File: src/rtl/lsb_ring.sv
// lsb_ring: in-order load/store ring buffer with operand capture and one outstanding memory request.
// Loads leave the head as soon as their operands are ready; stores wait until they are the ROB head.
module lsb_ring #(
    parameter int LSB_BIT = 3,
    parameter int ROB_BIT = 4,
    parameter int XLEN    = 32
) (
    input  logic               clk_in,
    input  logic               rst_in,
    input  logic               rdy_in,
    input  logic               flush_in,
    input  logic               issue_valid,
    input  logic               issue_is_load,
    input  logic [2:0]         issue_funct3,
    input  logic [XLEN-1:0]    issue_imm,
    input  logic [XLEN-1:0]    issue_v1,
    input  logic [XLEN-1:0]    issue_v2,
    input  logic               issue_q1_busy,
    input  logic               issue_q2_busy,
    input  logic [ROB_BIT-1:0] issue_q1,
    input  logic [ROB_BIT-1:0] issue_q2,
    input  logic [ROB_BIT-1:0] issue_rob,
    output logic               full_out,
    output logic [LSB_BIT:0]   count_out,
    input  logic               cdb_valid,
    input  logic [ROB_BIT-1:0] cdb_rob,
    input  logic [XLEN-1:0]    cdb_value,
    input  logic [ROB_BIT-1:0] rob_head,
    input  logic               rob_empty,
    output logic               mem_req,
    output logic               mem_we,
    output logic [1:0]         mem_size,
    output logic [XLEN-1:0]    mem_addr,
    output logic [XLEN-1:0]    mem_wdata,
    input  logic               mem_done,
    input  logic [XLEN-1:0]    mem_rdata,
    output logic               out_valid,
    output logic [ROB_BIT-1:0] out_rob,
    output logic [XLEN-1:0]    out_value
);
    localparam int DEPTH = 1 << LSB_BIT;
    logic [DEPTH-1:0]   busy, is_load, q1b, q2b;
    logic [2:0]         funct3 [DEPTH];
    logic [XLEN-1:0]    imm [DEPTH], v1 [DEPTH], v2 [DEPTH];
    logic [ROB_BIT-1:0] q1 [DEPTH], q2 [DEPTH], rob [DEPTH];
    logic [LSB_BIT-1:0] head, tail;
    logic [LSB_BIT:0]   count;
    logic               req_silent, req_load, out_load;
    logic [2:0]         req_funct3;
    logic [ROB_BIT-1:0] req_rob;
    logic [XLEN:0]      w1 [DEPTH], w2 [DEPTH];
    logic [XLEN:0]      i1, i2;
    logic [XLEN-1:0]    ext;
    logic               enq, deq, done;
    // Returns {still_pending, value} after snooping both broadcast buses.
    function automatic logic [XLEN:0] fwd(input logic pend, input logic [ROB_BIT-1:0] tag,
                                          input logic [XLEN-1:0] val);
        if (pend && cdb_valid && cdb_rob == tag) return {1'b0, cdb_value};
        if (pend && out_valid && out_load && out_rob == tag) return {1'b0, out_value};
        return {pend, val};
    endfunction
    always_comb begin
        for (int i = 0; i < DEPTH; i++) begin
            w1[i] = fwd(q1b[i], q1[i], v1[i]);
            w2[i] = fwd(q2b[i], q2[i], v2[i]);
        end
    end
    assign i1        = fwd(issue_q1_busy, issue_q1, issue_v1);
    assign i2        = fwd(issue_q2_busy, issue_q2, issue_v2);
    assign count_out = count;
    assign full_out  = count >= (LSB_BIT+1)'(DEPTH - 1);
    assign enq  = rdy_in && !flush_in && issue_valid && count != (LSB_BIT+1)'(DEPTH);
    assign done = rdy_in && mem_req && mem_done;
    // Head may use operands arriving this very cycle, so a woken head dispatches without delay.
    assign deq  = rdy_in && !flush_in && !mem_req && busy[head] && !w1[head][XLEN] && !w2[head][XLEN]
                  && (is_load[head] || (rob_head == rob[head] && !rob_empty));
    assign ext  = !req_load ? '0 :
                  req_funct3[1:0] == 2'd0 ? {{(XLEN-8){!req_funct3[2] && mem_rdata[7]}}, mem_rdata[7:0]} :
                  req_funct3[1:0] == 2'd1 ? {{(XLEN-16){!req_funct3[2] && mem_rdata[15]}}, mem_rdata[15:0]} :
                  mem_rdata;
    always_ff @(posedge clk_in or posedge rst_in) begin
        if (rst_in) begin
            busy    <= '0;
            is_load <= '0;
            q1b     <= '0;
            q2b     <= '0;
            for (int i = 0; i < DEPTH; i++) begin
                funct3[i] <= '0;
                imm[i]    <= '0;
                v1[i]     <= '0;
                v2[i]     <= '0;
                q1[i]     <= '0;
                q2[i]     <= '0;
                rob[i]    <= '0;
            end
            head       <= '0;
            tail       <= '0;
            count      <= '0;
            mem_req    <= 1'b0;
            mem_we     <= 1'b0;
            mem_size   <= '0;
            mem_addr   <= '0;
            mem_wdata  <= '0;
            out_valid  <= 1'b0;
            out_rob    <= '0;
            out_value  <= '0;
            out_load   <= 1'b0;
            req_silent <= 1'b0;
            req_load   <= 1'b0;
            req_funct3 <= '0;
            req_rob    <= '0;
        end else if (rdy_in) begin
            out_valid <= 1'b0;
            if (done) begin
                mem_req   <= 1'b0;
                out_valid <= !(req_silent || flush_in);
                out_rob   <= req_rob;
                out_value <= ext;
                out_load  <= req_load;
            end
            // Memory cannot abort, so a flushed request finishes but its result is dropped.
            if (flush_in) begin
                busy       <= '0;
                head       <= '0;
                tail       <= '0;
                count      <= '0;
                req_silent <= mem_req && !done;
            end else begin
                for (int i = 0; i < DEPTH; i++) begin
                    q1b[i] <= w1[i][XLEN];
                    v1[i]  <= w1[i][XLEN-1:0];
                    q2b[i] <= w2[i][XLEN];
                    v2[i]  <= w2[i][XLEN-1:0];
                end
                if (enq) begin
                    busy[tail]    <= 1'b1;
                    is_load[tail] <= issue_is_load;
                    funct3[tail]  <= issue_funct3;
                    imm[tail]     <= issue_imm;
                    rob[tail]     <= issue_rob;
                    q1[tail]      <= issue_q1;
                    q2[tail]      <= issue_q2;
                    q1b[tail]     <= i1[XLEN];
                    v1[tail]      <= i1[XLEN-1:0];
                    q2b[tail]     <= i2[XLEN];
                    v2[tail]      <= i2[XLEN-1:0];
                    tail          <= tail + 1'b1;
                end
                if (deq) begin
                    busy[head] <= 1'b0;
                    head       <= head + 1'b1;
                    mem_req    <= 1'b1;
                    mem_we     <= !is_load[head];
                    mem_addr   <= w1[head][XLEN-1:0] + imm[head];
                    mem_wdata  <= w2[head][XLEN-1:0];
                    mem_size   <= funct3[head][1:0];
                    req_rob    <= rob[head];
                    req_funct3 <= funct3[head];
                    req_load   <= is_load[head];
                    req_silent <= 1'b0;
                end
                count <= count + (LSB_BIT+1)'(enq) - (LSB_BIT+1)'(deq);
            end
        end
    end
endmodule

File: config.mk
export PLATFORM = sky130hd
export DESIGN_NAME = lsb_ring
export DESIGN_NICKNAME = d
export VERILOG_FILES = /design/src/rtl/lsb_ring.sv
export SDC_FILE = /design/constraint.sdc
export NUM_CORES = 2
export LEC_CHECK = 0
export ABC_CLOCK_PERIOD_IN_PS = 29300
export BUFFER_PORTS_ARGS = -buffer_cell sky130_fd_sc_hd__buf_4
export CAP_MARGIN = 0
export CELL_PAD_IN_SITES_DETAIL_PLACEMENT = 0
export CELL_PAD_IN_SITES_GLOBAL_PLACEMENT = 1
export CORE_ASPECT_RATIO = 1.5
export CORE_MARGIN = 10
export CORE_UTILIZATION = 40
export CTS_CLUSTER_DIAMETER = 100
export DETAILED_ROUTE_END_ITERATION = 7
export PLACE_DENSITY = 0.8
export SLEW_MARGIN = 5
export SYNTH_ARGS = -nofsm -noshare
export SYNTH_HDL_FRONTEND = slang
export SYNTH_SLANG_ARGS = --single-unit
File: constraint.sdc
create_clock -name clk_in -period 29.3 [get_ports clk_in]
set_input_delay 1.465 -clock clk_in [delete_from_list [all_inputs] [get_ports clk_in]]
set_output_delay 1.465 -clock clk_in [all_outputs]
set_load 0.01 [all_outputs]
==> impl_metrics.py <==
metrics = {
    "outcome": {
        "status": "complete, no violations",
    },
    "setup_path": {
        "start_kind": "flop",
        "worstRegToRegCells": 20,
        "slowest_stage": "nand4_1",
        "cp.arrival_ps": 7520,
        "worstPathCellList": "buf_4 -> xor2_1 -> nor3_1 -> nand4_1 -> buf_4 -> mux2i_1 -> a211oi_1 -> a211o_1 -> o21ai_0 -> a21oi_1 -> ha_1 -> a21o_1 -> a21oi_1 -> o221ai_1 -> a2111oi_0 -> nor2_1 -> a41o_1 -> o41a_1 -> xnor3_1 -> mux2_2",
        "rrSetupSlack_ps": 22430,
        "crit_family": "compound AO/OA/AOI/OAI gates",
        "r2r_end": "mem_addr[31]$_DFFE_PP0P_",
        "cp_num_buf_inv": 2,
        "crit_fanout": 27,
        "cp_slowest_stage_delay_ps": 870,
        "crit_required_ps": 29960,
        "worstSetupEndpointType": "flop",
        "crit_type": "flop to flop",
        "startpoint": "out_rob[0]$_DFFE_PP0P_",
        "reg2reg_from": "out_rob[0]$_DFFE_PP0P_",
    },
    "sta": {
        "report.final.hold_viol_count": 0,
        "period_share": 0.234,
        "timing.fmax_ghz": 0.146,
        "setup_viol": 0,
        "worstMarginPinSlew_ps": 1250,
        "post-route-min-period_ps": 6870,
        "slew_headroom": 0.164,
        "setup_tns_ps": 0,
        "rsz0062_at_grt": "no",
        "fin_skew_ps": 41.6,
        "slew_viol_final": 0,
    },
    "cts": {
        "ctsResizeCount": 0,
        "holdBufCountCts": 0,
        "cts_max_level": 3,
        "cts_tree": "built",
        "worstSkewPairLatency_ps": 780,
        "clock-sinks": 1043,
        "post_cts_buffers": 0,
        "cts_root_buf": "clkbuf_16",
        "clkTransAtPathRegs_ps": 70,
        "cts_buffers": 111,
        "clock_path_buffers": 3,
    },
    "route": {
        "drc": 0,
        "vias_per_cell": 6.22,
        "drtIter0Drc": 8594,
        "via_count": 63700,
        "ant_nets": 0,
        "routed_wl_um": 289000,
        "routedWlPerCell_um": 28.2,
        "dr.pass1.iters": 7,
    },
    "finish": {
        "syn2layout_area_growth_pct": 11.2,
        "final_nets": 8283,
        "drive_gt1_frac": 0.0922,
        "nFillCells": 15700,
        "most-common-layout-cells": "2,225 x nand2_1, 1,040 x dfrtp_1, 992 x nor2_1",
        "layout_commonest_cell": "nand2_1",
    },
    "grt": {
        "grt_pass1_wl_um": 418000,
        "grt_util_all_layers": 0.315,
        "first_global_vias": 60400,
        "grt_start_max_net_pins": 153,
        "grt_overflow": 0,
        "antenna_found_initial": 31,
    },
    "synthesis": {
        "synth_edf_count": 0,
        "synth_fp_nets": 8504,
        "netlist_area_sq_mm": 0.0640,
        "ys.flop_type": "dfrtp_1",
        "async_reset_ff_frac": 1.00,
        "syn_avg_cell_area_sq_um": 7.73,
        "yosys_warnings": 0,
        "synth_cells": 8269,
        "ys_seq_area_frac": 0.408,
        "ys_ff_latch": 1043,
        "ys_types": 79,
    },
    "power": {
        "ir_drop_v": 0.0000531,
        "power_mw": 5.69,
        "powerDensity_mw_per_mm2": 80.0,
        "p_leak_nw": 36.9,
    },
    "floorplan": {
        "placementRows": 179,
        "core_sq_mm": 0.159,
        "pin_count": 304,
        "start_util": 0.403,
        "die_h_um": 510,
        "die-area_sq_mm": 0.177,
        "die_x_um": 346,
    },
    "run": {
        "drv_cap": 0,
    },
    "placement": {
        "gp_congestion": 0.934,
        "port_buffers": 303,
        "hpwl_um": 173000,
    },
    "worst_hold_path": {
        "hold_path_depth": 2,
        "worstHoldEndpoint": "rob[1]$_DFFE_PP0P_",
        "hp-class": "flop to flop",
        "hp-start": "rob[1]$_DFFE_PP0P_",
    },
}
layer usage:
layer | up-vias | wire length, um | track usage
met5 | - | 173 | 0
met4 | 26 | 18700 | 0.186
met3 | 977 | 31700 | 0.0756
met2 | 3997 | 129000 | 0.497
met1 | 30900 | 109000 | 0.389
li1 | 27800 | - | -
final cells by class:
| class | count | area, sq um | area share |
|---|---|---|---|
| multi-input combinational | 6354 | 34500 | 0.485 |
| sequential | 1043 | 26100 | 0.367 |
| timing repair buffer | 488 | 3750 | 0.0528 |
| clock buffer | 168 | 3350 | 0.0471 |
| tap | 2081 | 2600 | 0.0366 |
| clock inverter | 34 | 576 | 0.00810 |
| inverter | 50 | 193 | 0.00271 |
| antenna | 17 | 42.5 | 0.000598 |
cells in the mapped netlist (all sizes together), types with 46 or more instances:
master | instances | share of area
a211oi | 105 | 0.012
a21oi | 704 | 0.055
a221oi | 46 | 0.0064
a22oi | 49 | 0.0058
a31oi | 367 | 0.036
buf | 246 | 0.020
clkbuf | 576 | 0.034
dfrtp | 1043 | 0.41
inv | 48 | 0.0028
mux2i | 636 | 0.10
nand2 | 2235 | 0.13
nor2 | 996 | 0.058
nor3 | 54 | 0.0042
o21ai | 436 | 0.034
o22ai | 155 | 0.015
xnor2 | 53 | 0.0073
xor2 | 103 | 0.014
worst min-delay path, stage by stage, from the launching register on:
cell and delay (ps):
dfrtp_1 340, nand2_1 50, nand2_1 50
how the worst max path moves through the flow:
| stage | end | slack [ps] | cells after the start |
|---|---|---|---|
| after floorplan | busy[0]$_DFFE_PP0P_ | 13460 | 1 |
| after global placement | mem_addr[31]$_DFFE_PP0P_ | 21730 | 19 |
| after detailed placement | mem_addr[31]$_DFFE_PP0P_ | 21790 | 19 |
| after CTS | mem_addr[31]$_DFFE_PP0P_ | 22600 | 18 |
| after global routing | mem_addr[30]$_DFFE_PP0P_ | 22100 | 22 |
| final | mem_addr[31]$_DFFE_PP0P_ | 22430 | 20 |
sequential cells by signal (all words and copies together) (netlist names), 24 cells and up:
name,count
v2,256
rob,32
v1,256
q1,32
funct3,24
out_value,32
mem_wdata,32
imm,256
mem_addr,32
q2,32
report_power, final:
group,internal (mW),switching [mW],total [mW]
combinational,0.784,1.22,2.00
clock,0.916,0.652,1.57
sequential,1.81,0.306,2.12
per-stage QoR:
step / area (sq um) / instances / hold WS, ps / worst slack, ps / utilization
floorplan: 64000 / 8269 / 433 / 13460 / -
global placement: 67100 / 10000 / 444 / 21730 / 0.423
detailed placement: 67100 / 10000 / 455 / 21790 / 0.423
CTS: 71100 / 10200 / 469 / 22600 / 0.447
global route: 71100 / 10200 / 489 / 22100 / 0.448
finish: 71100 / 10200 / 466 / 22430 / 0.448
cells by family (layout without fill, tap and decap cells):
kind of cell / after synthesis / in the layout / share of synthesized area
AOI/OAI and AO/OA: 2035 / 2035 / 0.188
xor gates and xnor gates: 157 / 157 / 0.0217
adders and majority gates: 41 / 41 / 0.00826
buffers and inverters: 872 / 740 / 0.0563
DFF: 1043 / 1043 / 0.408
muxes: 665 / 665 / 0.106
other: 0 / 17 / 0
and+or+nand+nor: 3456 / 3456 / 0.211
No activity file was read; power rests on OpenSTA's default activity.
